$ cat config.mk
export PLATFORM = sky130hd
export DESIGN_NAME = mag_block_average
export DESIGN_NICKNAME = d
export VERILOG_FILES = /design/src/rtl/mag_block_average.sv
export SDC_FILE = /design/constraint.sdc
export NUM_CORES = 1
export LEC_CHECK = 0
export ABC_CLOCK_PERIOD_IN_PS = 3200
export CAP_MARGIN = 0
export CELL_PAD_IN_SITES_DETAIL_PLACEMENT = 1
export CELL_PAD_IN_SITES_GLOBAL_PLACEMENT = 1
export CORE_MARGIN = 8
export CORE_UTILIZATION = 25
export DETAILED_ROUTE_END_ITERATION = 16
export PLACE_DENSITY = 0.54
export SLEW_MARGIN = 20
export SYNTH_ARGS = -nofsm -noshare
export SYNTH_HDL_FRONTEND = slang
export SYNTH_SLANG_ARGS = --single-unit
export TNS_END_PERCENT = 30
$ cat constraint.sdc
create_clock -name clk -period 3.2 [get_ports clk]
set_input_delay 0.48 -clock clk [delete_from_list [all_inputs] [get_ports clk]]
set_output_delay 0.48 -clock clk [all_outputs]
set_load 0.02 [all_outputs]
$ cat src/rtl/mag_block_average.sv
// Block averager for unsigned magnitudes: sums 2^blockShift valid samples and emits the
// sum normalized to a fixed scale. Optional block peak output with MAG_BLOCK_AVERAGE_PEAK_EN.
module mag_block_average #(
    parameter int DATA_WIDTH  = 23,
    parameter int SHIFT_WIDTH = 3
) (
    input  logic                                           clk,
    input  logic                                           reset,
    input  logic [SHIFT_WIDTH-1:0]                         blockShift,
    input  logic                                           restart,
    input  logic                                           S_TVALID,
    input  logic [DATA_WIDTH-1:0]                          S_TDATA,
    output logic                                           M_TVALID,
`ifdef MAG_BLOCK_AVERAGE_PEAK_EN
    output logic [DATA_WIDTH-1:0]                          M_TPEAK,
`endif
    output logic [DATA_WIDTH+((1<<SHIFT_WIDTH)-1)-1:0]     M_TDATA
);

    localparam int MAXSHIFT = (1 << SHIFT_WIDTH) - 1;
    localparam int ACC_W    = DATA_WIDTH + MAXSHIFT;
    localparam int CNT_W    = MAXSHIFT + 1;
    localparam logic [SHIFT_WIDTH-1:0] MAXSHIFT_S = SHIFT_WIDTH'(MAXSHIFT);

    logic [ACC_W-1:0]       r_acc;
    logic [CNT_W-1:0]       r_count;
    logic [SHIFT_WIDTH-1:0] r_shift;
    logic [ACC_W-1:0]       r_data;
    logic                   r_vld;

    logic                   w_restart;
    logic [CNT_W-1:0]       w_count_next;
    logic [CNT_W-1:0]       w_target;
    logic                   w_last;
    logic [ACC_W-1:0]       w_sum;
    logic [SHIFT_WIDTH-1:0] w_oshift;

    // A changed block length invalidates the partial sum just like an explicit restart.
    assign w_restart    = restart | (blockShift != r_shift);
    assign w_count_next = r_count + CNT_W'(1);
    assign w_target     = CNT_W'(1) << r_shift;
    assign w_last       = (w_count_next == w_target);
    assign w_sum        = r_acc + ACC_W'(S_TDATA);
    assign w_oshift     = MAXSHIFT_S - r_shift;

    always_ff @(posedge clk or posedge reset) begin
        if (reset) begin
            r_acc   <= '0;
            r_count <= '0;
            r_shift <= '0;
            r_data  <= '0;
            r_vld   <= 1'b0;
        end else begin
            r_vld <= 1'b0;
            if (w_restart) begin
                r_shift <= blockShift;
                r_acc   <= '0;
                r_count <= '0;
            end else if (S_TVALID) begin
                if (w_last) begin
                    // Normalize so every block length lands on the same output scale.
                    r_data  <= w_sum << w_oshift;
                    r_vld   <= 1'b1;
                    r_acc   <= '0;
                    r_count <= '0;
                end else begin
                    r_acc   <= w_sum;
                    r_count <= w_count_next;
                end
            end
        end
    end

    assign M_TVALID = r_vld;
    assign M_TDATA  = r_data;

`ifdef MAG_BLOCK_AVERAGE_PEAK_EN
    logic [DATA_WIDTH-1:0] r_peak;
    logic [DATA_WIDTH-1:0] r_peak_out;
    logic [DATA_WIDTH-1:0] w_peak_max;

    assign w_peak_max = (S_TDATA > r_peak) ? S_TDATA : r_peak;

    always_ff @(posedge clk or posedge reset) begin
        if (reset) begin
            r_peak     <= '0;
            r_peak_out <= '0;
        end else if (w_restart) begin
            r_peak <= '0;
        end else if (S_TVALID) begin
            if (w_last) begin
                r_peak_out <= w_peak_max;
                r_peak     <= '0;
            end else begin
                r_peak <= w_peak_max;
            end
        end
    end

    assign M_TPEAK = r_peak_out;
`endif

endmodule

==> impl_metrics.csv, run 1 <==
group,metric,value,unit
run_status,status,"complete, no violations",
synth,synth.distinct_cells,81,
timing,clock_skew,0.00789,ns
clock_tree,clk_latency,0.35,ns
drt,drt_wl_total,21.9,mm
synth,syn_area,5780,µm²
layout,fillCellCount,2587,
power,peakVddDrop,0.180,mV
die,io_pins,61,
power,p_leak,3.52,nW
die,fp-row-count,55,
timing,maxSlewHeadroom,56.3,%
timing,period_share,95.6,%
die,dieArea,28200,µm²
layout,fin_nets,867,
timing,tightest_slew,0.656,ns
global_route,grt_pass1_wl,35.6,mm
layout,num_antenna_cells,0,
die,die_x,168,µm
global_route,grt_max_degree,48,
drt,routed_via_density,5.20,
clock_tree,cts_root_buf,"clkbuf_16",
timing,fin_crit,3.06,ns
global_route,antenna_found_initial,0,
clock_tree,cts-buffers-inserted,9,
setup_path,critPathLaunchType,"primary input",
layout,syn2layout_area_growth,40.6,%
layout,drive_gt1_share,27.7,%
synth,synth_top_area_share,31.2,%
drt,drt_pre_antenna_iters,4,
timing,grt_setup_unrepaired,"true",
synth,synth_seq_cells,72,
drt,wl_per_cell,19.9,µm
synth,seq_area_frac_synth,31.2,%
placement,io_buffers,60,
synth,synth_largest_area_cell,"dfrtp_1",
setup_path,slowest_delay,0.47,ns
synth,synth_warnings,0,
die,dieHeight,168,µm
clock_tree,clkSinkCount,72,
timing,finalSetupTns,0,ns
clock_tree,cts_tree,"yes",
drt,postRouteAntennaNets,0,
flow_run,maxCapViolCount,0,
power,power,2.73,mW
synth,synth_area_per_cell,8.75,µm²
synth,ys_top_cells_by_area,"dfrtp_1 31%, nand2_1 5.3%, ha_1 5.2%",
synth,syn_nets,716,
setup_path,critPathLaunch,"S_TDATA[8]",
synth,syn_inst,661,
timing,finalSetupViolCount,0,
synth,synth-edff-count,0,
layout,ff_latch_area,1800,µm²
setup_path,worstReg2RegStart,"r_acc[0]",
global_route,first_global_vias,6388,
global_route,grt_overflow,0,
drt,drc,0,
synth,synthArstFlopShare,100,%
power,power_density,337,nW/µm²
drt,drt_iter0_markers,292,
timing,fin_ws,0.140,ns
timing,clock.fmax,0.327,GHz
placement,post-place-ws,-0.592,ns
setup_path,worstPathRequired,3.43,ns
die,initial_core_util,25.5,%
die,fp.coreArea,22600,µm²
placement,hpwlAfterDp,16.5,mm
setup_path,cp_slowest_cell,"xor2_1",
setup_path,cp_cell_sequence,"clkdlybuf4s50_1, ha_1, a21oi_1, o21ai_0, buf_4, a21oi_1, a21bo_4, nor2_1, xor2_1, buf_4, o2bb2ai_1, o21ai_0, nand3_1",
layout,multiInputGateArea,4030,µm²
drt,vias,5731,
placement,globalplace.congestion,0.851,
setup_path,crit_type,"primary input to flop",
global_route,grt_use_total,15.6,%
timing,final-hold-violation-count,0,
setup_path,arrival,3.29,ns
timing,drv_slew,0,
clock_tree,clock_path_buffers,2,
setup_path,cp_max_fo,7,
min_path,min-delay-start,"M_TDATA[6]",
synth,synthFlopType,"dfrtp_1",
clock_tree,htree_levels,3,
setup_path,endpoint_kind,"flop",
clock_tree,clk_pin_slew,0.06,ns
min_path,hp-class,"flop to flop",
-- cell usage in the layout (no fill, tap or decap), types with 11 or more instances in the layout --
| cell | instances |
|---|---|
| mux4_2 | 11 |
| mux2i_1 | 24 |
| ha_1 | 16 |
| o21ai_0 | 42 |
| nor3_1 | 11 |
| nand2_1 | 81 |
| dfrtp_1 | 70 |
| inv_1 | 13 |
| o21ai_1 | 20 |
| nor2_1 | 37 |
| a22o_1 | 22 |
| buf_4 | 121 |
| clkdlybuf4s50_1 | 55 |
| a21oi_1 | 34 |
| xor2_1 | 15 |
| nand3_1 | 16 |
| xnor2_1 | 14 |
-- cells by family after synthesis --
kind of cell / after synthesis / synth area share, %
simple gates: 219 / 18.7
compound gates: 208 / 25.4
flops: 72 / 31.2
buf+inv: 62 / 4.42
mux: 41 / 9.59
xor+xnor: 34 / 5.15
fa+ha+maj: 25 / 5.54
-- flip-flops by register name (all words and copies together) (netlist names) --
| register | count |
|---|---|
| M_TDATA | 30 |
| M_TVALID | 1 |
| r_acc | 30 |
| r_count | 8 |
| r_shift | 3 |
-- critical path: cells and delay by family --
| family | cells | cell delay [ns] |
|---|---|---|
| AOI/OAI and AO/OA | 6 | 0.90 |
| xor gates and xnor gates | 1 | 0.47 |
| adders and majority gates | 1 | 0.37 |
| buffers and inverters | 3 | 0.77 |
| and+or+nand+nor | 2 | 0.29 |
-- synthesized netlist by cell type (all sizes together), types with 3 or more instances --
cell type,number
nor3b,3
mux4,11
a311oi,3
nor2b,5
nor3,12
a21boi,3
mux2,5
nand2b,8
a21oi,44
nor2,40
nand3,19
buf,16
o31ai,10
nand2,81
a22o,22
xor2,17
mux2i,25
inv,16
and2,6
xnor2,17
nand3b,3
a211oi,6
o21ai,63
o221ai,3
a22oi,3
a21o,6
or2,4
nor4,8
or3,6
a2bb2oi,3
dfrtp,72
ha,24
o211ai,8
clkbuf,30
and3,10
nand4,6
-- final timing paths --
path                                     to  slack (ns)  cells after the start
worst min register to register   M_TDATA[6]        0.48                      2
min in group asynchronous        r_count[2]        0.55                      2
worst max-delay path            M_TDATA[24]        0.14                     13
worst max register to register  M_TDATA[26]        0.17                     13
worst min-delay path             M_TDATA[6]        0.48                      2
max in group asynchronous       M_TDATA[21]        1.95                      3
-- what timing repair did --
action	in CTS	in global routing
cloned	0	1
hold buffers	0	0
resized for setup	23	38
pin swaps	13	19
endpoints found under the setup margin	18	55
setup buffers	1	4
-- through the flow --
stage	cells	instance area [µm²]	util [%]	hold WS (ns)
global route	1102	8130	35.9	0.512
global placement	1081	7480	33.1	0.463
floorplan	661	5780	-	0.454
detailed placement	1081	7480	33.1	0.477
CTS	1098	7910	34.9	0.492
finish	1102	8130	35.9	0.483
-- layout make-up --
| type | instances | share of cell area [%] |
|---|---|---|
| Timing Repair Buffer | 185 | 19.4 |
| Clock inverter | 7 | 0.878 |
| Sequential cell | 72 | 22.2 |
| Inverter | 16 | 0.739 |
| Clock buffer | 9 | 2.77 |
| Tap cell | 285 | 4.39 |
| Multi-Input combinational cell | 528 | 49.6 |
-- metal layers --
metal / global-route usage, % / share of wire [%] / routed length [µm] / vias up
li1: - / - / - / 2763
met1: 19.7 / 46 / 10000 / 2857
met2: 27.1 / 49 / 10800 / 86
met3: 2.08 / 3.2 / 695 / 25
met4: 4.97 / 1.9 / 422 / 0
met5: 0 / 0 / 0 / -
-- power by group --
part | leakage (nW) | total (mW) | internal (mW) | switching, mW
clock network | 0.138 | 1.06 | 0.605 | 0.459
registers | 0.985 | 0.987 | 0.948 | 0.0395
logic | 2.40 | 0.684 | 0.324 | 0.360
Note: power is estimated with default switching activity, not from simulation.
==> inputs of run 2 (changes only) <==
ABC_CLOCK_PERIOD_IN_PS = 2500   (was 3200)
CAP_MARGIN = unset   (was 0)
clock period = 2.5 ns   (was 3.2 ns; I/O delays follow)
==> impl_metrics.csv, run 2 (synthesized netlist as in run 1, its figures left out) <==
group,metric,value,unit
run_status,status,"finished with violations",
run_status,violations,"negative setup slack",
clock_tree,cts_tree,"yes",
clock_tree,clkSinkCount,72,
timing,drv_slew,0,
die,io_pins,61,
die,die_x,168,µm
global_route,first_global_vias,6575,
global_route,grt_overflow,0,
power,power,3.66,mW
layout,num_antenna_cells,0,
layout,fillCellCount,2583,
placement,io_buffers,60,
layout,fin_nets,943,
setup_path,timing.rr.end,"M_TDATA[24]",
layout,drive_gt1_share,41.9,%
clock_tree,cts-buffers-inserted,9,
setup_path,cp_max_fo,4,
setup_path,worstReg2RegStart,"r_acc[0]",
layout,final_cell_mix,"180 x buf_4, 72 x nand2_1, 68 x dfrtp_1",
clock_tree,cts_root_buf,"clkbuf_16",
global_route,grt_pass1_wl,36.3,mm
timing,period_share,122,%
power,p_leak,4.05,nW
setup_path,r2r_cells,13,
die,dieArea,28200,µm²
power,seqPwrFrac,34.1,%
power,p_int,2.50,mW
timing,finalSetupTns,-12.77,ns
clock_tree,clock_path_buffers,2,
timing,fin_ws,-0.547,ns
global_route,grt_max_degree,73,
placement,post-place-ws,-1.08,ns
power,combinationalPowerShare,28.4,%
timing,grt_setup_unrepaired,"true",
timing,clock_skew,0.0151,ns
timing,finalSetupViolCount,48,
layout,fin_cells,1178,
clock_tree,htree_levels,3,
power,switchingPower,1.16,mW
setup_path,endpoint_kind,"flop",
drt,vias,6175,
timing,fin_crit,3.05,ns
drt,postRouteAntennaNets,0,
layout,syn2layout_area_growth,60.8,%
die,fp.coreArea,22600,µm²
min_path,hp-class,"primary input to async pin",
global_route,grt_use_total,16.0,%
die,dieHeight,168,µm
flow_run,maxCapViolCount,0,
drt,drt_wl_total,22.9,mm
clock_tree,cts_hold_buf,0,
placement,placed_cells,1133,
setup_path,worstPathRequired,2.72,ns
setup_path,arrival,3.27,ns
timing,clock.fmax,0.328,GHz
layout,final_common_cell,"buf_4",
global_route,antenna_found_initial,0,
drt,drc,0,
clock_tree,clk_pin_slew,0.07,ns
placement,globalplace.congestion,0.834,
setup_path,critPathLaunchType,"flop",
die,fp-row-count,55,
power,clkPwrFrac,37.5,%
drt,wl_per_cell,19.5,µm
setup_path,worst-r2r-setup-slack,-0.55,ns
setup_path,crit_type,"flop to flop",
timing,final-hold-violation-count,0,
drt,routed_via_density,5.24,
drt,drt_pre_antenna_iters,5,
clock_tree,clk_latency,0.35,ns
power,power_density,394,nW/µm²
power,peakVddDrop,0.216,mV
setup_path,critPathLaunch,"r_acc[0]",
timing,maxSlewHeadroom,42.7,%
power,swShare,31.6,%
timing,tightest_slew,0.848,ns
placement,hpwlAfterDp,17.3,mm
die,initial_core_util,25.5,%
drt,drt_iter0_markers,303,
==> run 2: cell types whose count changed in the layout (fill, tap and decap cells not counted), sizes merged <==
cell and delta:
buf +77, clkdlybuf4s50 -2, clkinvlp -2, dlygate4sd2 +4, dlymetal6s2s -2, inv +2
or4 -1
==> run 2: worst max path at each step <==
| stage | end | slack (ns) |
|---|---|---|
| floorplan | M_TDATA[24] | -0.26 |
| global placement | M_TDATA[27] | -0.98 |
| detailed placement | M_TDATA[27] | -1.08 |
| CTS | M_TDATA[24] | -0.51 |
| global route | M_TDATA[24] | -0.63 |
| finish | M_TDATA[24] | -0.55 |
==> run 2: area by class of cell <==
type | count | area, µm² | area share (%)
inverter | 16 | 62.6 | 0.673
multi-input combinational | 527 | 4500 | 48.4
clock buffer | 9 | 225 | 2.42
tap | 285 | 357 | 3.84
timing repair buffer | 262 | 2260 | 24.4
sequential | 72 | 1810 | 19.4
clock inverter | 7 | 77.6 | 0.834
==> run 2: worst max-delay path: stages, from the launching register on <==
cell and delay [ns]:
dfrtp_1 0.41, ha_4 0.18, inv_2 0.05, fa_2 0.19
nand2b_4 0.14, a21oi_4 0.07, nor3b_4 0.34, buf_6 0.16
o221ai_4 0.13, o311a_1 0.34, a211o_1 0.26, mux4_2 0.48
nand3_1 0.10, nand3_1 0.06
==> run 2: routing by layer <==
| layer | global-route usage [%] | wire (µm) |
|---|---|---|
| met5 | 0 | 0 |
| met4 | 4.23 | 347 |
| met3 | 2.46 | 737 |
| met2 | 25.4 | 10600 |
| met1 | 22.1 | 11300 |
==> run 2: stage by stage <==
step | hold slack, ns | area, µm² | util (%)
2_1_floorplan | 0.454 | 5960 | -
3_3_place_gp | 0.469 | 8090 | 35.7
3_5_place_dp | 0.477 | 8090 | 35.7
4_1_cts | 0.462 | 8880 | 39.2
5_1_grt | 0.486 | 9300 | 41.1
6_report | 0.435 | 9300 | 41.1
==> run 2: power by group through the flow <==
stage / clock network, mW / registers, mW / logic [mW]
6_report: 1.37 / 1.25 / 1.04
5_1_grt: 1.46 / 1.26 / 1.11
4_1_cts: 1.42 / 1.25 / 0.988
3_5_place_dp: 0 / 1.27 / 0.915
3_3_place_gp: 0 / 1.27 / 0.892
2_1_floorplan: 0 / 1.31 / 0.414
==> run 2: timing repair <==
item | 4_1_cts | 5_1_grt
endpoints found under the setup margin | 68 | 69
gates resized for setup | 84 | 82
buffers inserted | 13 | 16
pin swaps | 31 | 34
==> inputs of run 3 (changes only) <==
ABC_CLOCK_PERIOD_IN_PS = 3440   (was 2500)
PLACE_DENSITY = 0.52   (was 0.54)
clock period = 3.44 ns   (was 2.5 ns; I/O delays follow)
==> impl_metrics.csv, run 3 (synthesized netlist as in run 1, its figures left out) <==
group,metric,value,unit
run_status,status,"complete, no violations",
placement,hpwlAfterDp,16.1,mm
timing,maxSlewHeadroom,52.9,%
drt,drc,0,
power,peakVddDrop,0.170,mV
timing,clock.fmax,0.300,GHz
placement,globalplace.congestion,0.799,
clock_tree,clk_latency,0.35,ns
layout,ff_latch_area,1800,µm²
clock_tree,cts_root_buf,"clkbuf_16",
die,die_x,168,µm
drt,postRouteAntennaNets,0,
setup_path,critPathLaunchType,"primary input",
global_route,grt_overflow,0,
timing,finalSetupViolCount,0,
setup_path,r2r_cells,9,
layout,fin_cells,1065,
die,io_pins,61,
clock_tree,clock_path_buffers,2,
timing,tightest_slew,0.698,ns
placement,placed_cells,1047,
layout,fillCellCount,2620,
layout,post-route-util,34.0,%
power,p_leak,3.32,nW
clock_tree,htree_levels,3,
clock_tree,cts-buffers-inserted,9,
clock_tree,cts_hold_buf,0,
global_route,first_global_vias,5890,
timing,grt_setup_unrepaired,"true",
layout,drive_gt1_share,21.3,%
layout,fin_area,7690,µm²
drt,vias,5591,
die,initial_core_util,25.5,%
placement,io_buffers,60,
die,fp-row-count,55,
die,dieHeight,168,µm
global_route,grt_use_total,15.1,%
placement,post-place-ws,-0.486,ns
setup_path,endpoint_kind,"flop",
drt,drt_wl_total,21.1,mm
timing,drv_slew,0,
timing,period_share,96.9,%
die,fp.coreArea,22600,µm²
layout,syn2layout_area_growth,33.1,%
timing,clock_skew,0.00884,ns
layout,final_common_cell,"buf_4",
placement,dpl-instance-area,7220,µm²
clock_tree,cts_tree,"yes",
global_route,grt_pass1_wl,34.0,mm
drt,routed_via_density,5.25,
timing,fin_ws,0.105,ns
drt,drt_iter0_markers,315,
drt,drt_pre_antenna_iters,4,
setup_path,worstPathRequired,3.70,ns
flow_run,maxCapViolCount,0,
setup_path,arrival,3.59,ns
layout,num_antenna_cells,0,
clock_tree,clkSinkCount,72,
die,dieArea,28200,µm²
global_route,antenna_found_initial,0,
min_path,hp-class,"flop to flop",
layout,fin_nets,830,
timing,final-hold-violation-count,0,
min_path,hold_depth,2,
setup_path,cp_max_fo,4,
global_route,grt_max_degree,47,
drt,wl_per_cell,19.8,µm
layout,final_cell_mix,"88 x buf_4, 81 x nand2_1, 70 x dfrtp_1",
clock_tree,clk_pin_slew,0.06,ns
power,power_density,340,nW/µm²
layout,multiInputGateArea,3850,µm²
setup_path,crit_type,"primary input to flop",
timing,fin_crit,3.34,ns
==> run 3: cell types whose count changed in the layout (fill, tap and decap cells not counted), sizes merged, moves of 3 or more <==
cell / before / now
dlygate4sd2: 6 / 0
buf: 202 / 89
inv: 19 / 15
clkbuf: 9 / 12
clkdlybuf4s50: 53 / 60
==> run 3: critical path: stages <==
cell             delay (ns)
clkdlybuf4s50_1        0.41
ha_1                   0.34
a21oi_1                0.24
o21ai_0                0.21
a21o_1                 0.24
or2_2                  0.32
o21ai_0                0.57
xor2_1                 0.16
mux2_2                 0.30
o32a_1                 0.19
o211ai_1               0.10
==> run 3: power by group <==
| group | internal [mW] | leakage (nW) | total (mW) | switching, mW |
|---|---|---|---|---|
| clock | 0.696 | 0.161 | 1.11 | 0.409 |
| combinational | 0.273 | 2.17 | 0.590 | 0.318 |
| sequential | 0.882 | 0.985 | 0.919 | 0.0376 |
| total | 1.85 | 3.32 | 2.61 | 0.765 |
==> run 3: path summary, 6_finish.rpt <==
path	slack [ns]	startpoint	endpoint
min in group asynchronous	0.54	reset	r_count[6]
min reg2reg	0.48	M_TDATA[9]	M_TDATA[9]
max	0.10	S_TDATA[14]	M_TDATA[29]
max reg2reg	0.24	r_count[0]	M_TDATA[22]
max in group asynchronous	2.25	reset	M_TDATA[5]
min	0.48	M_TDATA[9]	M_TDATA[9]
==> run 3: what timing repair did <==
action | 4_1_cts | 5_1_grt
buffers inserted | 0 | 2
gates resized for setup | 4 | 17
pin swaps | 0 | 4
endpoints found under the setup margin | 11 | 17
==> run 3: layout make-up <==
type / instances / share of cell area, %
clock buffer: 12 / 3.46
sequential: 72 / 23.5
clock inverter: 4 / 0.976
timing repair buffer: 149 / 16.7
tap: 285 / 4.63
inverter: 16 / 0.797
multi-input combinational: 527 / 50.0
==> run 3: stage by stage <==
step / hold slack (ns) / TNS, ns / total power, mW
after detailed placement: 0.479 / -8.04 / 1.52
after global placement: 0.468 / -6.18 / 1.51
after global routing: 0.513 / -0.0344 / 2.74
final: 0.482 / 0 / 2.61
after CTS: 0.492 / 0 / 2.64
after floorplan: 0.454 / 0 / 1.24
==> run 3: metal layers <==
metal	up-vias	wire (µm)	global-route usage, %
li1	2678	-	-
met2	110	10300	25.7
met5	-	0	0
met1	2788	9820	19.8
met4	0	272	4.27
met3	15	750	1.87
